[config.mk]
export PLATFORM = sky130hd
export DESIGN_NAME = rr_mux_select_arbiter_flat
export DESIGN_NICKNAME = d
export VERILOG_FILES = /design/src/rtl/rr_mux_select_arbiter_pkg.sv /design/src/rtl/rr_mux_select_arbiter_if.sv /design/src/rtl/rr_mux_select_arbiter_pick.sv /design/src/rtl/rr_mux_select_arbiter.sv /design/src/flat_wrapper.sv
export SDC_FILE = /design/constraint.sdc
export NUM_CORES = 1
export LEC_CHECK = 0
export CORE_MARGIN = 3
export CORE_UTILIZATION = 48
export CTS_CLUSTER_SIZE = 25
export DETAILED_ROUTE_END_ITERATION = 8
export PLACE_DENSITY = 0.77
export SYNTH_ARGS = -nofsm -noshare
export SYNTH_HDL_FRONTEND = slang
export SYNTH_SLANG_ARGS = --single-unit
[constraint.sdc]
create_clock -name clk -period 2.3 [get_ports clk]
set_input_delay 0.46 -clock clk [delete_from_list [all_inputs] [get_ports clk]]
set_output_delay 0.46 -clock clk [all_outputs]
set_load 0.01 [all_outputs]
[src/rtl/rr_mux_select_arbiter_pkg.sv]
// ---------------------------------------------------------------------------
// mux_arb_pkg
//   Shared types and constants for the round-robin mux-select arbiter:
//   requester count, select width, FSM state encoding, the select index type
//   and a helper that turns a select index into a one-hot grant vector.
// ---------------------------------------------------------------------------
package mux_arb_pkg;

  localparam int NUM_REQ = 4;
  localparam int SEL_W   = $clog2(NUM_REQ);

  typedef enum logic {
    IDLE  = 1'b0,
    GRANT = 1'b1
  } arb_state_t;

  typedef logic [SEL_W-1:0] sel_t;

  localparam sel_t SEL_ZERO = {SEL_W{1'b0}};
  localparam sel_t SEL_ONE  = {{(SEL_W-1){1'b0}}, 1'b1};

  // Binary select index -> one-hot grant vector
  function automatic logic [NUM_REQ-1:0] sel_to_onehot(input sel_t s);
    logic [NUM_REQ-1:0] one_v;
    one_v = {{(NUM_REQ-1){1'b0}}, 1'b1};
    return one_v << s;
  endfunction

endpackage

[src/rtl/rr_mux_select_arbiter_if.sv]
// ---------------------------------------------------------------------------
// rr_mux_select_arbiter_if
//   Bundle between the requesters/mux and the arbiter.
//     req       requester -> arbiter  level request per requester
//     done      requester -> arbiter  owner releases its grant
//     grant     arbiter -> requesters one-hot grant, zero when idle
//     sel       arbiter -> mux        binary index of the owner
//     sel_valid arbiter -> mux        a grant is held, mux output meaningful
//     timeout   arbiter -> requesters pulse on a forced release
//   master: requester/mux side.  slave: arbiter side.
// ---------------------------------------------------------------------------
interface rr_mux_select_arbiter_if;
  import mux_arb_pkg::*;

  logic [NUM_REQ-1:0] req;
  logic               done;
  logic [NUM_REQ-1:0] grant;
  sel_t               sel;
  logic               sel_valid;
  logic               timeout;

  modport master (
    output req,
    output done,
    input  grant,
    input  sel,
    input  sel_valid,
    input  timeout
  );

  modport slave (
    input  req,
    input  done,
    output grant,
    output sel,
    output sel_valid,
    output timeout
  );

endinterface

[src/rtl/rr_mux_select_arbiter_pick.sv]
// ---------------------------------------------------------------------------
// rr_priority_pick
//   Combinational rotating priority encoder. Scans the request vector
//   starting at index 'start', wrapping from NUM_REQ-1 back to 0, and reports
//   the first set bit.
//     req    in   NUM_REQ  candidate requests
//     start  in   SEL_W    index with highest priority
//     idx    out  SEL_W    winning index (0 when nothing found)
//     found  out  1        at least one request bit was set
// ---------------------------------------------------------------------------
module rr_priority_pick
  import mux_arb_pkg::*;
(
  input  logic [NUM_REQ-1:0] req,
  input  sel_t               start,
  output sel_t               idx,
  output logic               found
);

  // Walk the candidates in rotated order; the index wraps naturally in SEL_W bits
  always_comb begin
    sel_t cand_v;
    idx    = SEL_ZERO;
    found  = 1'b0;
    cand_v = start;
    for (int i = 0; i < NUM_REQ; i++) begin
      cand_v = start + sel_t'(i);
      if (!found && req[cand_v]) begin
        found = 1'b1;
        idx   = cand_v;
      end else begin
        idx   = idx;
      end
    end
  end

endmodule

[src/rtl/rr_mux_select_arbiter.sv]
// ---------------------------------------------------------------------------
// rr_mux_select_arbiter
//   Round-robin arbiter driving the 2-bit select of a downstream 4:1 mux.
//   Grants one of four requesters at a time; the grant is held until the
//   owner pulses done or withdraws its request, then the next requester in
//   rotation is granted on the following edge with no idle bubble.
//   Ports:
//     clk    in     single clock, rising edge
//     rst_n  in     synchronous active-low reset
//     bus    slave  rr_mux_select_arbiter_if (req, done -> grant, sel,
//                   sel_valid, timeout), all outputs registered
//   Parameter HOLD_MAX (1..255): longest a grant may be held when the
//   ARB_TIMEOUT_EN macro is defined. Without ARB_TIMEOUT_EN a grant is held
//   indefinitely and timeout stays 0.
// ---------------------------------------------------------------------------
module rr_mux_select_arbiter
  import mux_arb_pkg::*;
#(
  parameter int HOLD_MAX = 8
)
(
  input  logic                   clk,
  input  logic                   rst_n,
  rr_mux_select_arbiter_if.slave bus
);

  localparam logic [7:0] HOLD_LAST = 8'(HOLD_MAX - 1);

  arb_state_t         state_r;
  logic [NUM_REQ-1:0] grant_r;
  sel_t               sel_r;
  sel_t               last_ptr_r;
  logic               sel_valid_r;
  logic               timeout_r;

  logic [NUM_REQ-1:0] pick_req_s;
  sel_t               pick_start_s;
  sel_t               pick_idx_s;
  logic               pick_found_s;
  logic               owner_req_s;
  logic               release_s;
  logic               timeout_hit_s;
  logic               forced_s;
  logic               new_grant_s;

  // Arbitration inputs: in IDLE search after the last owner; in GRANT search
  // after the current owner and leave the releasing owner out for this cycle
  always_comb begin
    pick_req_s   = bus.req;
    pick_start_s = last_ptr_r + SEL_ONE;
    if (state_r == GRANT) begin
      pick_req_s   = bus.req & ~grant_r;
      pick_start_s = sel_r + SEL_ONE;
    end else begin
      pick_req_s   = bus.req;
      pick_start_s = last_ptr_r + SEL_ONE;
    end
  end

  rr_priority_pick u_pick (
    .req   (pick_req_s),
    .start (pick_start_s),
    .idx   (pick_idx_s),
    .found (pick_found_s)
  );

  assign owner_req_s = bus.req[sel_r];
  assign release_s   = (state_r == GRANT) && (bus.done || !owner_req_s || timeout_hit_s);
  // Timeout is only reported when nothing else would have released the grant
  assign forced_s    = (state_r == GRANT) && timeout_hit_s && !bus.done && owner_req_s;
  assign new_grant_s = pick_found_s && ((state_r == IDLE) || release_s);

`ifdef ARB_TIMEOUT_EN
  logic [7:0] hold_cnt_r;

  assign timeout_hit_s = (hold_cnt_r == HOLD_LAST);

  // Hold counter: restarts with every new grant, counts cycles spent in GRANT
  always_ff @(posedge clk) begin
    if (!rst_n) begin
      hold_cnt_r <= 8'd0;
    end else if (new_grant_s) begin
      hold_cnt_r <= 8'd0;
    end else if (state_r == GRANT) begin
      hold_cnt_r <= hold_cnt_r + 8'd1;
    end else begin
      hold_cnt_r <= hold_cnt_r;
    end
  end
`else
  logic unused_hold_s;

  assign timeout_hit_s = 1'b0;
  assign unused_hold_s = ^HOLD_LAST;
`endif

  // Arbiter FSM with pointer and registered outputs
  always_ff @(posedge clk) begin
    if (!rst_n) begin
      state_r     <= IDLE;
      grant_r     <= {NUM_REQ{1'b0}};
      sel_r       <= SEL_ZERO;
      sel_valid_r <= 1'b0;
      timeout_r   <= 1'b0;
      last_ptr_r  <= sel_t'(NUM_REQ - 1);
    end else begin
      timeout_r <= 1'b0;
      case (state_r)
        IDLE: begin
          if (new_grant_s) begin
            state_r     <= GRANT;
            grant_r     <= sel_to_onehot(pick_idx_s);
            sel_r       <= pick_idx_s;
            sel_valid_r <= 1'b1;
          end else begin
            state_r     <= IDLE;
          end
        end
        GRANT: begin
          if (release_s) begin
            last_ptr_r <= sel_r;
            timeout_r  <= forced_s;
            if (new_grant_s) begin
              state_r     <= GRANT;
              grant_r     <= sel_to_onehot(pick_idx_s);
              sel_r       <= pick_idx_s;
              sel_valid_r <= 1'b1;
            end else begin
              // sel keeps the last owner so the mux input stays put
              state_r     <= IDLE;
              grant_r     <= {NUM_REQ{1'b0}};
              sel_valid_r <= 1'b0;
            end
          end else begin
            state_r <= GRANT;
          end
        end
        default: begin
          state_r     <= IDLE;
          grant_r     <= {NUM_REQ{1'b0}};
          sel_valid_r <= 1'b0;
        end
      endcase
    end
  end

  assign bus.grant     = grant_r;
  assign bus.sel       = sel_r;
  assign bus.sel_valid = sel_valid_r;
  assign bus.timeout   = timeout_r;

endmodule
[src/flat_wrapper.sv]
// flat-port wrapper written by rule: the top's interface ports become plain ports
module rr_mux_select_arbiter_flat import mux_arb_pkg::*;
#(
  parameter int HOLD_MAX = 8
)
  (clk, rst_n, bus_req, bus_done, bus_grant, bus_sel, bus_sel_valid, bus_timeout);
  rr_mux_select_arbiter_if bus_i ();
  input  logic clk;
  input  logic rst_n;
  input wire logic [$bits(bus_i.req)-1:0] bus_req;
  input wire logic [$bits(bus_i.done)-1:0] bus_done;
  output wire logic [$bits(bus_i.grant)-1:0] bus_grant;
  output wire logic [$bits(bus_i.sel)-1:0] bus_sel;
  output wire logic [$bits(bus_i.sel_valid)-1:0] bus_sel_valid;
  output wire logic [$bits(bus_i.timeout)-1:0] bus_timeout;
  assign bus_i.req = bus_req;
  assign bus_i.done = bus_done;
  assign bus_grant = bus_i.grant;
  assign bus_sel = bus_i.sel;
  assign bus_sel_valid = bus_i.sel_valid;
  assign bus_timeout = bus_i.timeout;
  rr_mux_select_arbiter #(.HOLD_MAX(HOLD_MAX)) u_core (.clk(clk), .rst_n(rst_n), .bus(bus_i));
endmodule
==> summary.txt <==
Run status
  • Status: finished, final reports clean

Layout
  • Antenna Cells: 0
  • Layout cells sized above 1: 23.0%
  • Post-Layout Inst Area: 915 um2
  • Area grow syn2layout: 36.1%
  • Final non-filler cell total: 114
  • Final net count: 108

Drt
  • Via-to-Cell Ratio: 6.18
  • Iter 0 DRT Violations: 21
  • Post-route DRC: 0
  • Antenna-violating nets left: 0
  • Average wire per standard cell: 15.5 um
  • DR vias: 705
  • TritonRoute pass-1 iters: 4
  • Final WL: 1770 um

Worst hold path
  • Hold Path Class: reg2reg

Global routing
  • Vias in the first global route: 647
  • Largest net degree at the start of global routing: 11
  • First-pass GRT wire length: 2810 um
  • Grt ovf: 0
  • Initial antenna violation count: 0
  • Global Route Usage Sum: 19.8%

Die
  • Die area: 1880 um2
  • Core area: 1200 um2
  • Initial core utilization: 55.9%
  • Ports: 15
  • Core Rows: 12
  • Die Y: 43.4 um
  • Die Span X: 43.4 um

Power and ir drop
  • Power Total: 0.649 mW
  • Leak: 0.360 nW
  • Cell Pwr Density: 709 nW/um2
  • Max VDD drop: 0.444 mV

Timing
  • Fmax: 461 MHz
  • Rel. slew slack: 64.5%
  • Setup ws final: 131 ps
  • Skew final: 2.83 ps
  • Pins Over Slew Limit: 0
  • Final setup vio count: 0
  • RSZ-0062 raised after global routing: false
  • Tightest Pin Transition: 527 ps
  • Fin crit period: 2170 ps
  • Final period util: 94.3%
  • Final Hold Fails: 0

Critical path
  • Critical path data arrival time: 2370 ps
  • Worst EP required: 2510 ps
  • Crit Path Category: in2reg
  • Critical path, cell by cell: clkdlybuf4s50_1 -> nor2b_2 -> a22o_1 -> o311a_1 -> or4_1 -> a21boi_1
  • CP max stage delay: 510 ps
  • CP endpoint kind: flip-flop
  • Crit start category: input port
  • Slowest CP cell: clkdlybuf4s50_1
  • Crit path max fanout: 6

Clock tree
  • Clock Latency Late Sink: 270 ps
  • Sink Count: 10
  • H-tree depth: 1
  • Hold Buf Count CTS: 0
  • Resized cells post-CTS: 0
  • Num CTS Buffers: 3
  • Worst-path clk slew: 70 ps
  • Clock buffer depth: 2
  • CTS tree: done
  • CTS Root Cell: clkbuf_4
  • Post-CTS Setup Inserts: 0

Yosys
  • Cell area after synthesis: 672 um2
  • Post-Syn Instances: 75
  • Avg Cell Area, Syn: 8.96 um2
  • Yosys cell types: 37
  • Post-synthesis sequential area ratio: 29.8%
  • Warnings from Yosys: 0
  • #FFs+latches synth: 10
  • Net Count, Synth: 82

Place
  • Final HPWL DP: 1380 um
  • Final Wtd Congestion: 0.852
  • Placed cell count: 110
  • Placed cell area: 876 um2
  • Dpl ws: -164 ps
  • Port Buffers: 13

Job
  • Maximum capacitance violations: 0
[final timing paths]
check,slack [ps],start,cells after the start,endpoint
setup / recovery,130,bus_req[3],6,u_core.bus.grant[0]
hold / removal,500,u_core.last_ptr_r[0],2,u_core.last_ptr_r[0]
setup reg to reg,280,u_core.state_r,7,u_core.bus.grant[0]
hold reg to reg,500,u_core.last_ptr_r[0],2,u_core.last_ptr_r[0]
[cell usage in the layout, fill, tap and decap left out, types with 2 or more instances in the layout]
cell type,n
or4_1,2
a21boi_0,7
nor2b_1,2
clkdlybuf4s50_1,13
clkbuf_4,3
dfxtp_1,10
o211ai_1,3
nand2_1,6
a21oi_1,2
nor2_1,2
nand3_1,7
o21ai_0,3
a21boi_1,2
and2b_1,2
buf_4,11
inv_1,2
[layer usage]
layer | routed length, um | GRT usage (%)
met2 | 844 | 32.4
met5 | 0 | 0
met4 | 49 | 10.8
met1 | 747 | 24.4
met3 | 123 | 3.73
[report_power, final]
| group | total [mW] | internal, mW | leakage, nW | switching (mW) |
|---|---|---|---|---|
| sequential | 0.233 | 0.199 | 0.0830 | 0.0336 |
| clock | 0.164 | 0.0964 | 0.0210 | 0.0679 |
| combinational | 0.252 | 0.137 | 0.256 | 0.115 |
[sequential cells by signal, summed over array words and instances (netlist names)]
name and cells:
u_core.last_ptr_r 2, u_core.bus.sel_valid 1, u_core.state_r 1, u_core.bus.sel 2, u_core.bus.grant 4
[through the flow]
step / hold slack, ps / util, % / TNS [ps]
6_report: 498 / 76.1 / 0
5_1_grt: 542 / 76.1 / 0
3_5_place_dp: 475 / 72.9 / -675
3_3_place_gp: 465 / 72.9 / -229
4_1_cts: 495 / 75.9 / 0
2_1_floorplan: 445 / - / 0
[Yosys cell counts]
cell	n	area, um2
a211o_1	1	8.76
a21boi_0	7	52.6
a21boi_1	2	15.0
a21oi_1	2	10.0
a221o_1	1	10.0
a221oi_2	1	15.0
a22o_1	1	8.76
a2bb2oi_1	1	8.76
a31oi_1	1	6.26
and2b_1	2	15.0
buf_4	1	7.51
buf_6	1	11.3
clkbuf_4	1	7.51
conb_1	1	3.75
dfxtp_1	10	200
inv_1	2	7.51
mux2i_1	1	10.0
mux2i_2	1	13.8
mux4_2	1	22.5
nand2_1	6	22.5
nand2_2	1	6.26
nand2b_4	1	13.8
nand3_1	7	35.0
nand4bb_1	1	11.3
nor2_1	2	7.51
nor2b_1	3	18.8
nor3b_1	1	7.51
nor4_1	1	6.26
o211ai_1	3	22.5
o21ai_0	3	15.0
o2bb2ai_2	1	15.0
o311a_1	1	10.0
o311ai_0	1	8.76
o31ai_1	1	7.51
or2_2	1	6.26
or3b_1	1	8.76
or4_1	2	15.0
[cells by family after synthesis]
group	Yosys count	synth area share, %
other cells	1	0.558
mux	3	6.89
buf+inv	5	5.03
simple gates	29	25.9
compound gates	27	31.8
flops	10	29.8
[worst max-delay path, delay by kind of cell]
family                 cells  cell delay [ps]
AND/OR/NAND/NOR            2              660
buffers and inverters      1              510
AO/OA/AOI/OAI              3              740
[cell type report]
cell class | count | area [um2]
fillers | 101 | 287
repair buffers | 24 | 213
flip-flops and latches | 10 | 200
inverters | 2 | 7.51
multi-input cells | 60 | 440
clock buffers | 4 | 36.3
well taps | 14 | 17.5
Power figures use the tool's default switching activity.
